==> config.mk <==
export PLATFORM = sky130hd
export DESIGN_NAME = seg7_scan_ctrl
export DESIGN_NICKNAME = d
export VERILOG_FILES = /design/src/rtl/seg7_scan_ctrl.sv
export SDC_FILE = /design/constraint.sdc
export NUM_CORES = 1
export LEC_CHECK = 0
export BUFFER_PORTS_ARGS = -buffer_cell sky130_fd_sc_hd__buf_4
export CORE_MARGIN = 5
export CORE_UTILIZATION = 38
export CTS_CLUSTER_DIAMETER = 150
export DETAILED_ROUTE_END_ITERATION = 10
export PLACE_DENSITY_LB_ADDON = 0.05
export SLEW_MARGIN = 20
export SYNTH_ARGS = -nofsm -noshare
export SYNTH_HDL_FRONTEND = slang
export SYNTH_SLANG_ARGS = --single-unit
==> constraint.sdc <==
create_clock -name clk_100mhz -period 3.3 [get_ports clk_100mhz]
set_clock_uncertainty 0.1 [all_clocks]
set_input_delay 0 -clock clk_100mhz [delete_from_list [all_inputs] [get_ports clk_100mhz]]
set_output_delay 0 -clock clk_100mhz [all_outputs]
set_load 0.1 [all_outputs]
==> src/rtl/seg7_scan_ctrl.sv <==
// Four-digit seven-segment scan controller on the CPU data bus.
// Software writes a 16-bit hex value (DATA) and control bits (CTRL). The
// digits are lit one at a time, with an all-off gap between them so the
// previous digit does not ghost. DATA and the mask/dp bits are copied into
// shadow registers once per frame, so the display never shows half an update.
module seg7_scan_ctrl #(
   parameter int SCAN_DIV     = 50000,  // cycles each digit is lit (>= 2)
   parameter int BLANK_CYCLES = 100     // all-off cycles between digits (1 .. SCAN_DIV-1)
) (
   input  logic        clk_100mhz,
   input  logic        rst,
   input  logic        ce_i,
   input  logic        we_i,
   input  logic [1:0]  addr_i,
   input  logic [31:0] data_i,
   output logic [31:0] data_o,
   output logic [7:0]  seg,
   output logic [3:0]  an
);

   // BLANK_CYCLES < SCAN_DIV, so one counter sized for SCAN_DIV serves both phases
   localparam int CW = $clog2(SCAN_DIV);
   localparam logic [CW-1:0] SCAN_LAST  = CW'(SCAN_DIV - 1);
   localparam logic [CW-1:0] BLANK_LAST = CW'(BLANK_CYCLES - 1);

   localparam logic [1:0] ST_OFF   = 2'd0;
   localparam logic [1:0] ST_BLANK = 2'd1;
   localparam logic [1:0] ST_SHOW  = 2'd2;

   localparam logic [1:0] ADDR_DATA   = 2'd0;
   localparam logic [1:0] ADDR_CTRL   = 2'd1;
   localparam logic [1:0] ADDR_STATUS = 2'd2;

   logic [15:0]   data_q;
   logic [8:0]    ctrl_q;
   logic [15:0]   shadow_data;
   logic [3:0]    shadow_mask;
   logic [3:0]    shadow_dp;
   logic          pending;
   logic [1:0]    state;
   logic [1:0]    digit;
   logic [CW-1:0] presc;

   logic          wr_data;
   logic          wr_ctrl;
   logic          en_next;
   logic          shadow_load;
   logic [3:0]    nibble;
   logic [6:0]    pattern;

   // Only the low bits of the write bus carry register fields
   logic unused_bits;
   assign unused_bits = ^data_i[31:16];

   assign wr_data = ce_i && we_i && (addr_i == ADDR_DATA);
   assign wr_ctrl = ce_i && we_i && (addr_i == ADDR_CTRL);

   // The global enable bypasses the shadow: a write clearing it blanks the
   // display at that very edge rather than one cycle later.
   assign en_next = wr_ctrl ? data_i[8] : ctrl_q[8];

   // First BLANK cycle ahead of digit 0 is the frame boundary
   assign shadow_load = (state == ST_BLANK) && (digit == 2'd0) && (presc == '0);

   assign nibble = shadow_data[4*digit +: 4];

   // Active-low gfedcba pattern for one hex nibble
   function automatic logic [6:0] hex7(input logic [3:0] v);
      case (v)
         4'h0: return 7'h40;
         4'h1: return 7'h79;
         4'h2: return 7'h24;
         4'h3: return 7'h30;
         4'h4: return 7'h19;
         4'h5: return 7'h12;
         4'h6: return 7'h02;
         4'h7: return 7'h78;
         4'h8: return 7'h00;
         4'h9: return 7'h10;
         4'hA: return 7'h08;
         4'hB: return 7'h03;
         4'hC: return 7'h46;
         4'hD: return 7'h21;
         4'hE: return 7'h06;
         default: return 7'h0E;
      endcase
   endfunction

   assign pattern = hex7(nibble);

   // Software-visible DATA and CTRL registers
   // NOTE: clocked state uses non-blocking (<=) so every flop samples pre-edge values.
   always_ff @(posedge clk_100mhz or negedge rst) begin
      if (!rst) begin
         data_q <= '0;
         ctrl_q <= '0;
      end else begin
         if (wr_data) data_q <= data_i[15:0];
         if (wr_ctrl) ctrl_q <= data_i[8:0];
      end
   end

   // Frame-boundary shadow copy; a write on the load edge keeps pending set
   always_ff @(posedge clk_100mhz or negedge rst) begin
      if (!rst) begin
         shadow_data <= '0;
         shadow_mask <= '0;
         shadow_dp   <= '0;
         pending     <= 1'b0;
      end else begin
         if (shadow_load) begin
            shadow_data <= data_q;
            shadow_mask <= ctrl_q[3:0];
            shadow_dp   <= ctrl_q[7:4];
         end
         if (wr_data || wr_ctrl) pending <= 1'b1;
         else if (shadow_load)   pending <= 1'b0;
      end
   end

   // Scan sequencer: OFF -> BLANK -> SHOW -> BLANK ... with digit rotation
   always_ff @(posedge clk_100mhz or negedge rst) begin
      if (!rst) begin
         state <= ST_OFF;
         digit <= 2'd0;
         presc <= '0;
      end else if (!en_next) begin
         state <= ST_OFF;
         digit <= 2'd0;
         presc <= '0;
      end else begin
         case (state)
            ST_OFF: begin
               state <= ST_BLANK;
               digit <= 2'd0;
               presc <= '0;
            end
            ST_BLANK: begin
               if (presc == BLANK_LAST) begin
                  state <= ST_SHOW;
                  presc <= '0;
               end else begin
                  presc <= presc + 1'b1;
               end
            end
            ST_SHOW: begin
               if (presc == SCAN_LAST) begin
                  state <= ST_BLANK;
                  presc <= '0;
                  digit <= digit + 2'd1;
               end else begin
                  presc <= presc + 1'b1;
               end
            end
            default: begin
               state <= ST_OFF;
               digit <= 2'd0;
               presc <= '0;
            end
         endcase
      end
   end

   // Registered pin drivers: follow the sequencer one cycle later, blank at once on disable
   always_ff @(posedge clk_100mhz or negedge rst) begin
      if (!rst) begin
         seg <= 8'hFF;
         an  <= 4'hF;
      end else if (!en_next || (state != ST_SHOW)) begin
         seg <= 8'hFF;
         an  <= 4'hF;
      end else begin
         seg <= {~shadow_dp[digit], pattern};
         an  <= shadow_mask[digit] ? ~(4'b0001 << digit) : 4'hF;
      end
   end

   // Bus read mux; reads as zero when the block is not selected
   // NOTE: default assignment first so no path through the block infers a latch.
   always_comb begin
      data_o = '0;
      if (ce_i) begin
         case (addr_i)
            ADDR_DATA:   data_o[15:0] = data_q;
            ADDR_CTRL:   data_o[8:0]  = ctrl_q;
            ADDR_STATUS: data_o[3:0]  = {pending, (state == ST_SHOW), digit};
            default:     data_o       = '0;
         endcase
      end
   end

endmodule

* Yosys cells after proc, flatten, opt, wreduce, memory -nomap -nowiden
Memory sizes are Yosys's and may differ from the RTL's. Index checks and enable logic that the tools add are counted.
Cells by class: eq/ne operators 10, shift-type cells 2, add/sub/neg operators 2, multiplexer cells 25, bitwise gates (word level) 2, reductions and logical operators 15, magnitude comparators 1
Operator list (number):
- 2-to-1 mux 16 bit | 4
- one-hot mux 16 bit (2 select lines) | 1
- adder 16 x 1 -> 16 bit, second input constant | 1
- == test 16 bit, second input constant | 1
- == test 16 x 7 -> 1 bit, second input constant | 1
- zero test 16 bit | 1
- variable part select 16 x 5 -> 4 bit | 1
- one-hot mux 4 bit (3 select lines) | 1
- 2-to-1 mux 2 bit | 5
- one-hot mux 5 bit (2 select lines) | 1
- 2-to-1 mux 4 bit | 2
- 2-to-1 mux 8 bit | 1
- 2-to-1 mux 7 bit | 1
- zero test 2 bit | 3
- one-hot mux 2 bit (3 select lines) | 1
- logical AND 1 bit | 5
- 2-to-1 mux 1 bit | 5
- binary-select mux 1 bit (select 2 bit) | 2
- == test 2 x 1 -> 1 bit, second input constant | 2
- == test 2 bit, second input constant | 2
- != test 2 bit, second input constant | 2
- inverter 4 bit | 1
- one-hot mux 2 bit (2 select lines) | 1
- AND reduction 2 bit | 2
- 9 further kinds | 10
Word-level totals: output and inout bits 44, memories kept 1, bits in registers 82, bits in read-only memories 112, word-level logic and storage cells 69, bits of input ports 38
Memories:
- (name not given) | words 16, width 7, rd ports 1, clocked after memory_dff 0, wr ports 0, line 69 | case (v)

* Depth between registers and ports, before layout
Gate-level depths: netlist (run 1).
depth after elaboration 6, mapped depth 8, gate-level depth less buffers 6

* Worst setup path before layout (run 1)
No wires, ideal clock.
kind reg-to-reg, start register presc[7], end register shadow_data[0], required time 3.075 ns, slack 1.026 ns, clock period less this slack 2.274 ns, cell stages (with the launch flop) 6, data arrival time 2.049 ns, library setup time 0.125 ns, buffers on the path 2, cell sequence dfrtp_1 -> or4_1 -> or4_1 -> buf_2 -> buf_2 -> mux2_2
Between the ends: longest elaborated chain between the ends 2
Ends and longest elaborated chain:
- start, declared | line 42 | logic [CW-1:0] presc;
- start signal, assigned | line 143 | presc <= presc + 1'b1;
- start signal, assigned | line 152 | presc <= presc + 1'b1;
- zero test 16 bit | line 63 | assign shadow_load = (state == ST_BLANK) && (digit == 2'd0) && (presc == '0);
- logical AND 1 bit | line 63
- end signal, assigned | line 112 | shadow_data <= data_q;
- end, declared | line 36 | logic [15:0] shadow_data;
Every way passes these cells. A chain may end at the register's enable or synchronous reset.

* Worst setup path after layout (run 1)
start register presc[7], end register presc[3]
Between the ends: longest elaborated chain between the ends 4, elaborated cells between the ends (all ways) 6, classes of those cells 2 x eq/ne; 4 x mux
Ends and longest elaborated chain:
- == test 16 bit / == test 16 x 7 -> 1 bit (equally long branches) | line 147, 139
- 2-to-1 mux 16 bit (on tied branches) | line 147, 139
- one-hot mux 16 bit (2 select lines) (*) | line 132 | case (state)
- 2-to-1 mux 16 bit (*) | line 127 | end else if (!en_next) begin
Every way passes the cells marked *; elsewhere a longest branch is shown, timed or not.

==> impl_metrics.json, run 1 <==
{
  "status": "complete, no violations",
  "cts_made_buffers": 9,
  "rsz0062_at_grt": "false",
  "syn_area_per_cell_um2": 11.80,
  "fin_area_mm2": 0.004984,
  "fp.dieH_um": 114.4,
  "grt_pass1_wl_um": 14860,
  "yosys-top-cells-count": "dfrtp_1 (70), mux2_2 (49), nor2_1 (23), nand2_1 (22), ha_1 (17)",
  "drtIter0Drc": 81,
  "rrSetupSlack_ns": 0.73,
  "root_buffer": "clkbuf_8",
  "cp.depth": 4,
  "num_io_pins": 82,
  "slowest_delay_ns": 0.64,
  "rr_worst_depth": 4,
  "synth_area_mm2": 0.004141,
  "place_hpwl_um": 6110,
  "clk_latency_ns": 0.35,
  "hold_path.class": "in -> reg",
  "cp_max_fo": 16,
  "power.density_mw_per_mm2": 677.6,
  "synth_top_flop_cell": "dfrtp_1",
  "worst_pin_slew_ns": 0.8304,
  "hold_buffers": 18,
  "gp_congestion": 0.7753,
  "crit_arrival_ns": 2.67,
  "finalMaxSlewViolations": 0,
  "final_layout_size_suffix_gt1_share_pct": 33.10,
  "async_flop_share_pct": 100.0,
  "dr.pass1.iters": 4,
  "overflow": 0,
  "worstPathRequired_ns": 3.41,
  "antennaDiodeCount": 0,
  "tns_ns": 0,
  "crit_family": "compound AO/OA/AOI/OAI gates",
  "grt_max_degree": 67,
  "worstSetupPathType": "reg -> reg",
  "placed_area_mm2": 0.004619,
  "ctsResizeCount": 0,
  "post-cts-setup-buffers": 0,
  "max-vdd-ir-drop_mv": 0.3820,
  "nets": 477,
  "yosysSeqAreaShare_pct": 49.91,
  "post_drt_wl_per_cell_um": 15.71,
  "cts_tree": "built",
  "antenna_found_initial": 0,
  "die_w_um": 114.4,
  "fin_crit_sh_pct": 77.75,
  "startpoint_type": "register",
  "drv_cap": 0,
  "dieArea_mm2": 0.01309,
  "synth_edf_count": 0,
  "synthTopCellsByArea": "dfrtp_1 (42%), mux2_2 (13%), dfstp_2 (7.6%)",
  "drc": 0,
  "synth_cells": 351,
  "pre_cts_ws_ns": 0.7110,
  "r2r-end": "presc[3]",
  "numPortBuffers": 49,
  "drt-total-wl_um": 8893,
  "fmax_mhz": 389.7,
  "slew_headroom_pct": 44.64,
  "clockBufferDepth": 2,
  "syn_to_final_growth_pct": 20.33,
  "grt_usage_pct": 14.57,
  "final-hold-violation-count": 0,
  "yosys_warnings": 0,
  "endpoint_kind": "register",
  "crit_end": "presc[3]",
  "setup_ws_ns": 0.7341,
  "ant_nets": 0,
  "synth.distinct_cells": 45,
  "critPathSlowestCell": "o211ai_2",
  "period_needed_ns": 2.566,
  "ys_ff_latch": 82,
  "cts_max_level": 3,
  "clock-sinks": 82,
  "setup_viol": 0,
  "rows": 38,
  "cp.buffers_inverters": 0,
  "clkTransAtPathRegs_ns": 0.09,
  "hold_ws_ns": 0.1599,
  "viasPerCell": 5.012,
  "synth_area_leader_cell": "dfrtp_1",
  "p_leak_nw": 2.175,
  "synth_top_area_share_pct": 42.30,
  "reg2reg_from": "presc[7]",
  "crit_chain": "or4_1 > o41a_1 > o211ai_2 > nor2_1",
  "crit_start": "presc[7]",
  "start_util_pct": 38.54,
  "synth_most_common_cell": "dfrtp_1",
  "vias": 2837,
  "grt_pass1_vias": 2852,
  "core_mm2": 0.01075
}
-- worst min-delay path by stage --
stage | startpoint | end | slack [ns] | cells past startpoint
2_1_floorplan | rst | ctrl_q[0] | -0.40 | 0
3_3_place_gp | rst | digit[1] | 0.07 | 1
3_5_place_dp | rst | shadow_data[12] | 0.08 | 1
4_1_cts | addr_i[1] | ctrl_q[1] | 0.14 | 4
5_1_grt | ce_i | pending | 0.18 | 3
6_report | ce_i | pending | 0.16 | 3
-- report_power, final --
group          switching, mW  internal, mW
sequential             0.148          1.26
clock                  0.365         0.345
combinational          0.722         0.535
total                   1.24          2.14
-- kinds of logic (layout without fill, tap and decap cells) --
group / after synthesis / in the layout / share of synthesized area, %
buf+inv: 40 / 100 / 5.226
other cells: 1 / 16 / 0.09055
fa+ha+maj: 17 / 17 / 5.136
flops: 82 / 82 / 49.91
compound gates: 29 / 29 / 4.683
mux: 67 / 67 / 19.49
simple gates: 105 / 105 / 13.35
xor+xnor: 10 / 10 / 2.115
-- registers in the layout, indices dropped and copies added, names as in the netlist, 4 cells and up --
signal / cells
an: 4
ctrl_q: 9
data_q: 16
presc: 16
seg: 8
shadow_data: 16
shadow_dp: 4
shadow_mask: 4
-- per-stage QoR --
step | utilization, % | cells | power (mW)
global route | 46.38 | 566 | 3.584
global placement | 42.99 | 533 | 2.665
finish | 46.38 | 566 | 3.377
CTS | 46.38 | 566 | 3.425
detailed placement | 42.99 | 533 | 2.689
floorplan | - | 366 | 2.418
-- layout by cell type (no fill, tap or decap), types with 3 or more instances in the layout --
cell / instances
nor4_1: 6
or3_1: 4
nand2_1: 22
conb_1: 16
nand2b_1: 4
inv_1: 12
dfstp_2: 12
ha_1: 17
and2_1: 13
mux2_2: 49
xnor2_1: 6
mux4_2: 6
or4_1: 4
dlygate4sd3_1: 18
a21oi_1: 6
mux2i_1: 12
nand3_1: 11
nand4b_1: 3
nor2_1: 23
clkbuf_8: 9
xor2_1: 4
nand4_1: 3
dfrtp_1: 70
o21ai_0: 10
and3_1: 4
buf_4: 55
-- worst min-delay path: stages --
cell       delay [ns]
buf_4            0.11
nand2b_1         0.26
o2bb2ai_1        0.22
-- layer usage --
layer | wire, um | vias to the layer above | track usage, %
met5 | 0 | - | 0
met2 | 4288 | 68 | 23.90
li1 | - | 1341 | -
met3 | 440 | 11 | 3.383
met1 | 4048 | 1417 | 19.15
met4 | 117 | 0 | 4.513
-- layout make-up --
class | instances | area [um2]
Fill cell | 1039 | 5762
Sequential cell | 82 | 2067
Multi-Input combinational cell | 244 | 1919
Timing Repair Buffer | 73 | 593.1
Tap cell | 140 | 175.2
Clock buffer | 10 | 127.6
Clock inverter | 5 | 56.30
Inverter | 12 | 45.04
Note: power is estimated with default switching activity, not from simulation.
==> run 2, diff against run 1 <==
- clock period: 3.3 -> 2.2 ns (I/O delays scaled with it)
==> impl_metrics.json, run 2 (synthesis gave the netlist of run 1 again) <==
{
  "slowest_delay_ns": 0.52,
  "power.total_mw": 5.300,
  "vias": 2846,
  "cp.buffers_inverters": 0,
  "final_layout_size_suffix_gt1_share_pct": 37.47,
  "setup_viol": 1,
  "drt-total-wl_um": 9140,
  "tns_ns": -0.001390,
  "fin_crit_sh_pct": 100.1,
  "rows": 38,
  "core_mm2": 0.01075,
  "violations": "setup timing",
  "grt_pass1_vias": 2862,
  "startpoint_type": "register",
  "final_cell_mix": "buf_4 (75), dfrtp_1 (69), mux2_2 (49)",
  "fmax_mhz": 454.3,
  "antenna_found_initial": 0,
  "utilization_pct": 49.00,
  "cp_max_fo": 5,
  "power.density_mw_per_mm2": 1007,
  "top_regs": "data_q: 16 flops, presc: 16 flops, shadow_data: 16 flops",
  "post_drt_wl_per_cell_um": 15.47,
  "p_leak_nw": 2.344,
  "grt_usage_pct": 14.72,
  "drv_cap": 0,
  "root_buffer": "clkbuf_8",
  "overflow": 0,
  "drtIter0Drc": 87,
  "grt_pass1_wl_um": 15010,
  "final-hold-violation-count": 0,
  "viasPerCell": 4.816,
  "antennaDiodeCount": 0,
  "crit_arrival_ns": 2.38,
  "endpoint_kind": "register",
  "setup_ws_ns": -0.001390,
  "clockBufferDepth": 2,
  "multiInputGateArea_mm2": 0.001944,
  "crit_chain": "or4bb_1 > o41a_1 > or4_1 > a21boi_1",
  "max-vdd-ir-drop_mv": 0.4798,
  "worstPathRequired_ns": 2.38,
  "cts_max_level": 3,
  "fillers": 1043,
  "dr.pass1.iters": 4,
  "status": "finished, violations left",
  "pre_cts_ws_ns": -0.0005524,
  "dieArea_mm2": 0.01309,
  "worstSetupPathType": "reg -> reg",
  "register_area_mm2": 0.002068,
  "finalMaxSlewViolations": 0,
  "place_hpwl_um": 6531,
  "layout_commonest_cell": "buf_4",
  "syn_to_final_growth_pct": 27.13,
  "num_io_pins": 82,
  "fp.dieH_um": 114.4,
  "rsz0062_at_grt": "true",
  "crit_family": "simple AND/OR/NAND/NOR gates",
  "drc": 0,
  "clkTransAtPathRegs_ns": 0.08,
  "period_needed_ns": 2.201,
  "ant_nets": 0,
  "grt_max_degree": 46,
  "clk_latency_ns": 0.35,
  "numPortBuffers": 49,
  "cts_made_buffers": 9,
  "placed_area_mm2": 0.004807,
  "hold_path.class": "in -> reg",
  "clock-sinks": 82,
  "cts_tree": "built",
  "nets": 501,
  "fin_area_mm2": 0.005265,
  "start_util_pct": 38.54,
  "die_w_um": 114.4,
  "gp_congestion": 0.8460,
  "critPathSlowestCell": "or4_1"
}
-- run 2: cell count changes in the layout (fill, tap and decap cells not counted), sizes merged --
cell | before | now
buf | 55 | 78
bufinv | 1 | 2
clkbuf | 10 | 11
clkinv | 3 | 2
dlygate4sd3 | 18 | 19
-- run 2: repair_timing --
item / CTS / global route
pin swaps: 1 / 2
gates cloned: 0 / 0
setup buffers: 0 / 3
endpoints found under the setup margin: 3 / 44
resized for setup: 1 / 4
hold endpoints to repair: 100 / 0
hold buffers: 19 / 0
-- run 2: through the flow --
stage               std cells  hold WS (ns)
floorplan                 366       -0.3956
global placement          553      -0.08149
detailed placement        553      -0.09266
CTS                       588      0.002643
global route              591       0.02388
finish                    591       0.01357
-- run 2: per-layer routing --
layer	wire [um]	GRT usage [%]
met5	0	0
met4	107	5.226
met3	437	2.854
met2	4313	23.17
met1	4281	20.26
-- run 2: power by group --
part           internal, mW  switching, mW
clock network         0.667          0.546
registers              1.89          0.228
logic                 0.873           1.09
total                  3.43           1.87
-- run 2: final timing paths --
check,from,endpoint,slack [ns],cells past startpoint
setup / recovery,presc[13],state[0],-0.001,4
hold / removal,addr_i[1],pending,0.01,3
setup reg to reg,presc[13],state[0],-0.001,4
hold reg to reg,pending,pending,0.39,1
max in group asynchronous,rst,seg[7],1.27,3
min in group asynchronous,rst,data_q[12],0.07,2
-- run 2: tightest hold or removal path, delay by kind of cell --
kind	cells	cell delay, ns
buf+inv	1	0.11
simple gates	1	0.21
compound gates	1	0.10
-- run 2: cell type report --
cell class	count	area share [%]
Sequential cell	82	39.28
Tap cell	140	3.327
Timing Repair Buffer	97	15.45
Clock inverter	5	1.473
Multi-Input combinational cell	244	36.93
Inverter	12	0.8555
Clock buffer	11	2.685
==> run 3, diff against run 2 <==
- ABC_AREA: not set -> 1
==> impl_metrics.json, run 3 <==
{
  "status": "complete, no violations",
  "synth_edf_count": 0,
  "setup_viol": 0,
  "synth_area_leader_cell": "dfrtp_1",
  "ant_nets": 0,
  "rsz0062_at_grt": "false",
  "fin_area_mm2": 0.005281,
  "antenna_found_initial": 0,
  "ctsResizeCount": 0,
  "tns_ns": 0,
  "cts_tree": "built",
  "synth_most_common_cell": "nand2_1",
  "fillers": 1059,
  "grt_pass1_wl_um": 16280,
  "num_io_pins": 82,
  "place_inst": 712,
  "async_flop_share_pct": 100.0,
  "clock-sinks": 82,
  "final_cells": 748,
  "final_cell_mix": "nand2_1 (156), dfrtp_1 (70), nor2_1 (58)",
  "multiInputGateArea_mm2": 0.001871,
  "clkTransAtPathRegs_ns": 0.06,
  "grt_usage_pct": 15.22,
  "grt_max_degree": 47,
  "yosys-top-cells-count": "nand2_1 (156), dfrtp_1 (70), nor2_1 (58), inv_1 (47), nand3_1 (46)",
  "finalMaxSlewViolations": 0,
  "viasPerCell": 4.676,
  "synth_area_mm2": 0.004277,
  "rows": 38,
  "final-hold-violation-count": 0,
  "fp.dieH_um": 116.1,
  "synthTopCellsByArea": "dfrtp_1 (41%), nand2_1 (14%), dfstp_2 (7.4%)",
  "root_buffer": "clkbuf_16",
  "combPwrFrac_pct": 30.3,
  "fmax_mhz": 506.9,
  "placed_area_mm2": 0.004751,
  "cts_max_level": 3,
  "final_layout_size_suffix_gt1_share_pct": 17.11,
  "slew_headroom_pct": 66.46,
  "drc": 0,
  "antennaDiodeCount": 0,
  "synth.distinct_cells": 28,
  "top_regs": "data_q: 16 flops, presc: 16 flops, shadow_data: 16 flops",
  "p_switching_mw": 1.929,
  "core_mm2": 0.01094,
  "drt-total-wl_um": 9535,
  "place_hpwl_um": 6814,
  "synth_top_area_share_pct": 40.96,
  "ys_ff_latch": 82,
  "numPortBuffers": 49,
  "drv_cap": 0,
  "post-cts-setup-buffers": 0,
  "synth_cells": 531,
  "fin_crit_sh_pct": 89.67,
  "period_needed_ns": 1.973,
  "clk_latency_ns": 0.34,
  "crit_arrival_ns": 1.87,
  "p_int_mw": 3.344,
  "cts_made_buffers": 9,
  "setup_ws_ns": 0.2272,
  "worstPathRequired_ns": 2.10,
  "startpoint_type": "register",
  "synth_top_flop_cell": "dfrtp_1",
  "power.density_mw_per_mm2": 998.5,
  "vias": 3498,
  "hold_path.class": "in -> async",
  "power_frac_seq_pct": 38.2,
  "cp_max_fo": 10,
  "syn_to_final_growth_pct": 23.49,
  "yosysSeqAreaShare_pct": 48.33,
  "overflow": 0,
  "pre_cts_ws_ns": 0.3113,
  "p_sw_share_pct": 36.59,
  "drtIter0Drc": 202,
  "p_clk_share_pct": 31.5,
  "die_w_um": 116.1,
  "syn_area_per_cell_um2": 8.054,
  "start_util_pct": 39.11,
  "yosys_warnings": 0,
  "worst_pin_slew_ns": 0.5026,
  "grt_pass1_vias": 3448,
  "worstSetupPathType": "reg -> out",
  "dieArea_mm2": 0.01348,
  "layout_commonest_cell": "nand2_1",
  "max-vdd-ir-drop_mv": 0.3525,
  "register_area_mm2": 0.002067,
  "post_drt_wl_per_cell_um": 12.75,
  "nets": 658,
  "dr.pass1.iters": 4,
  "power.total_mw": 5.273,
  "endpoint_kind": "output port",
  "gp_congestion": 0.8066,
  "p_leak_nw": 2.635,
  "clockBufferDepth": 2
}
==> run 3: metrics by stage <==
stage,util (%),hold slack [ns]
2_1_floorplan,-,-0.3956
3_3_place_gp,43.44,-0.1018
4_1_cts,48.30,0.08094
6_report,48.30,0.08003
3_5_place_dp,43.44,-0.09732
5_1_grt,48.30,0.1266
==> run 3: worst max-delay path, stage by stage (launching register included) <==
cell and delay [ns]:
dfrtp_1 0.35, inv_1 0.16, buf_4 0.22, o311ai_0 0.38
nand2_1 0.09, inv_1 0.06, buf_4 0.28
==> run 3: power by group through the flow <==
| stage | combinational [mW] | sequential [mW] | clock, mW |
|---|---|---|---|
| after detailed placement | 1.58 | 2.04 | 0 |
| after global placement | 1.57 | 2.04 | 0 |
| after floorplan | 1.19 | 2.06 | 0 |
| after global routing | 1.81 | 2.05 | 1.76 |
| final | 1.60 | 2.01 | 1.66 |
| after CTS | 1.62 | 2.01 | 1.70 |
==> run 3: cells by family (layout without fill, tap and decap cells) <==
| family | after synthesis | count (layout) | share of synthesized area (%) |
|---|---|---|---|
| DFF | 82 | 82 | 48.33 |
| other | 1 | 16 | 0.08769 |
| xor gates and xnor gates | 13 | 13 | 2.662 |
| AOI/OAI and AO/OA | 59 | 59 | 7.431 |
| buffers and inverters | 83 | 145 | 9.245 |
| adders and majority gates | 17 | 17 | 4.974 |
| and+or+nand+nor | 276 | 276 | 27.27 |
==> run 3: what timing repair did <==
| action | 4_1_cts | 5_1_grt |
|---|---|---|
| hold buffers | 20 | 0 |
| endpoints found under the setup margin | 0 | 0 |
| hold endpoints to repair | 108 | 0 |
==> run 3: cell type report <==
type,instances,share of cell area (%)
Clock buffer,12,4.857
Clock inverter,4,1.398
Inverter,52,3.743
Multi-Input combinational cell,381,35.42
Sequential cell,82,39.14
Tap cell,140,3.317
Timing Repair Buffer,77,12.13
==> run 3: path summary, 6_finish.rpt <==
check	start	end	slack, ns	cells past startpoint
worst max-delay path	digit[0]	data_o[0]	0.23	6
worst min-delay path	rst	presc[13]	0.08	2
worst max register to register	digit[0]	seg[0]	0.32	10
worst min register to register	shadow_mask[1]	shadow_mask[1]	0.38	2
max in group asynchronous	rst	ctrl_q[4]	1.31	3
min in group clk_100mhz	addr_i[0]	ctrl_q[8]	0.09	5
==> run 3: per-layer routing <==
layer	vias to the layer above	part of all wire [%]	track usage, %
li1	1781	-	-
met1	1627	49	20.72
met2	81	45	24.55
met3	9	4.5	2.245
met4	0	1.5	5.878
met5	-	0	0
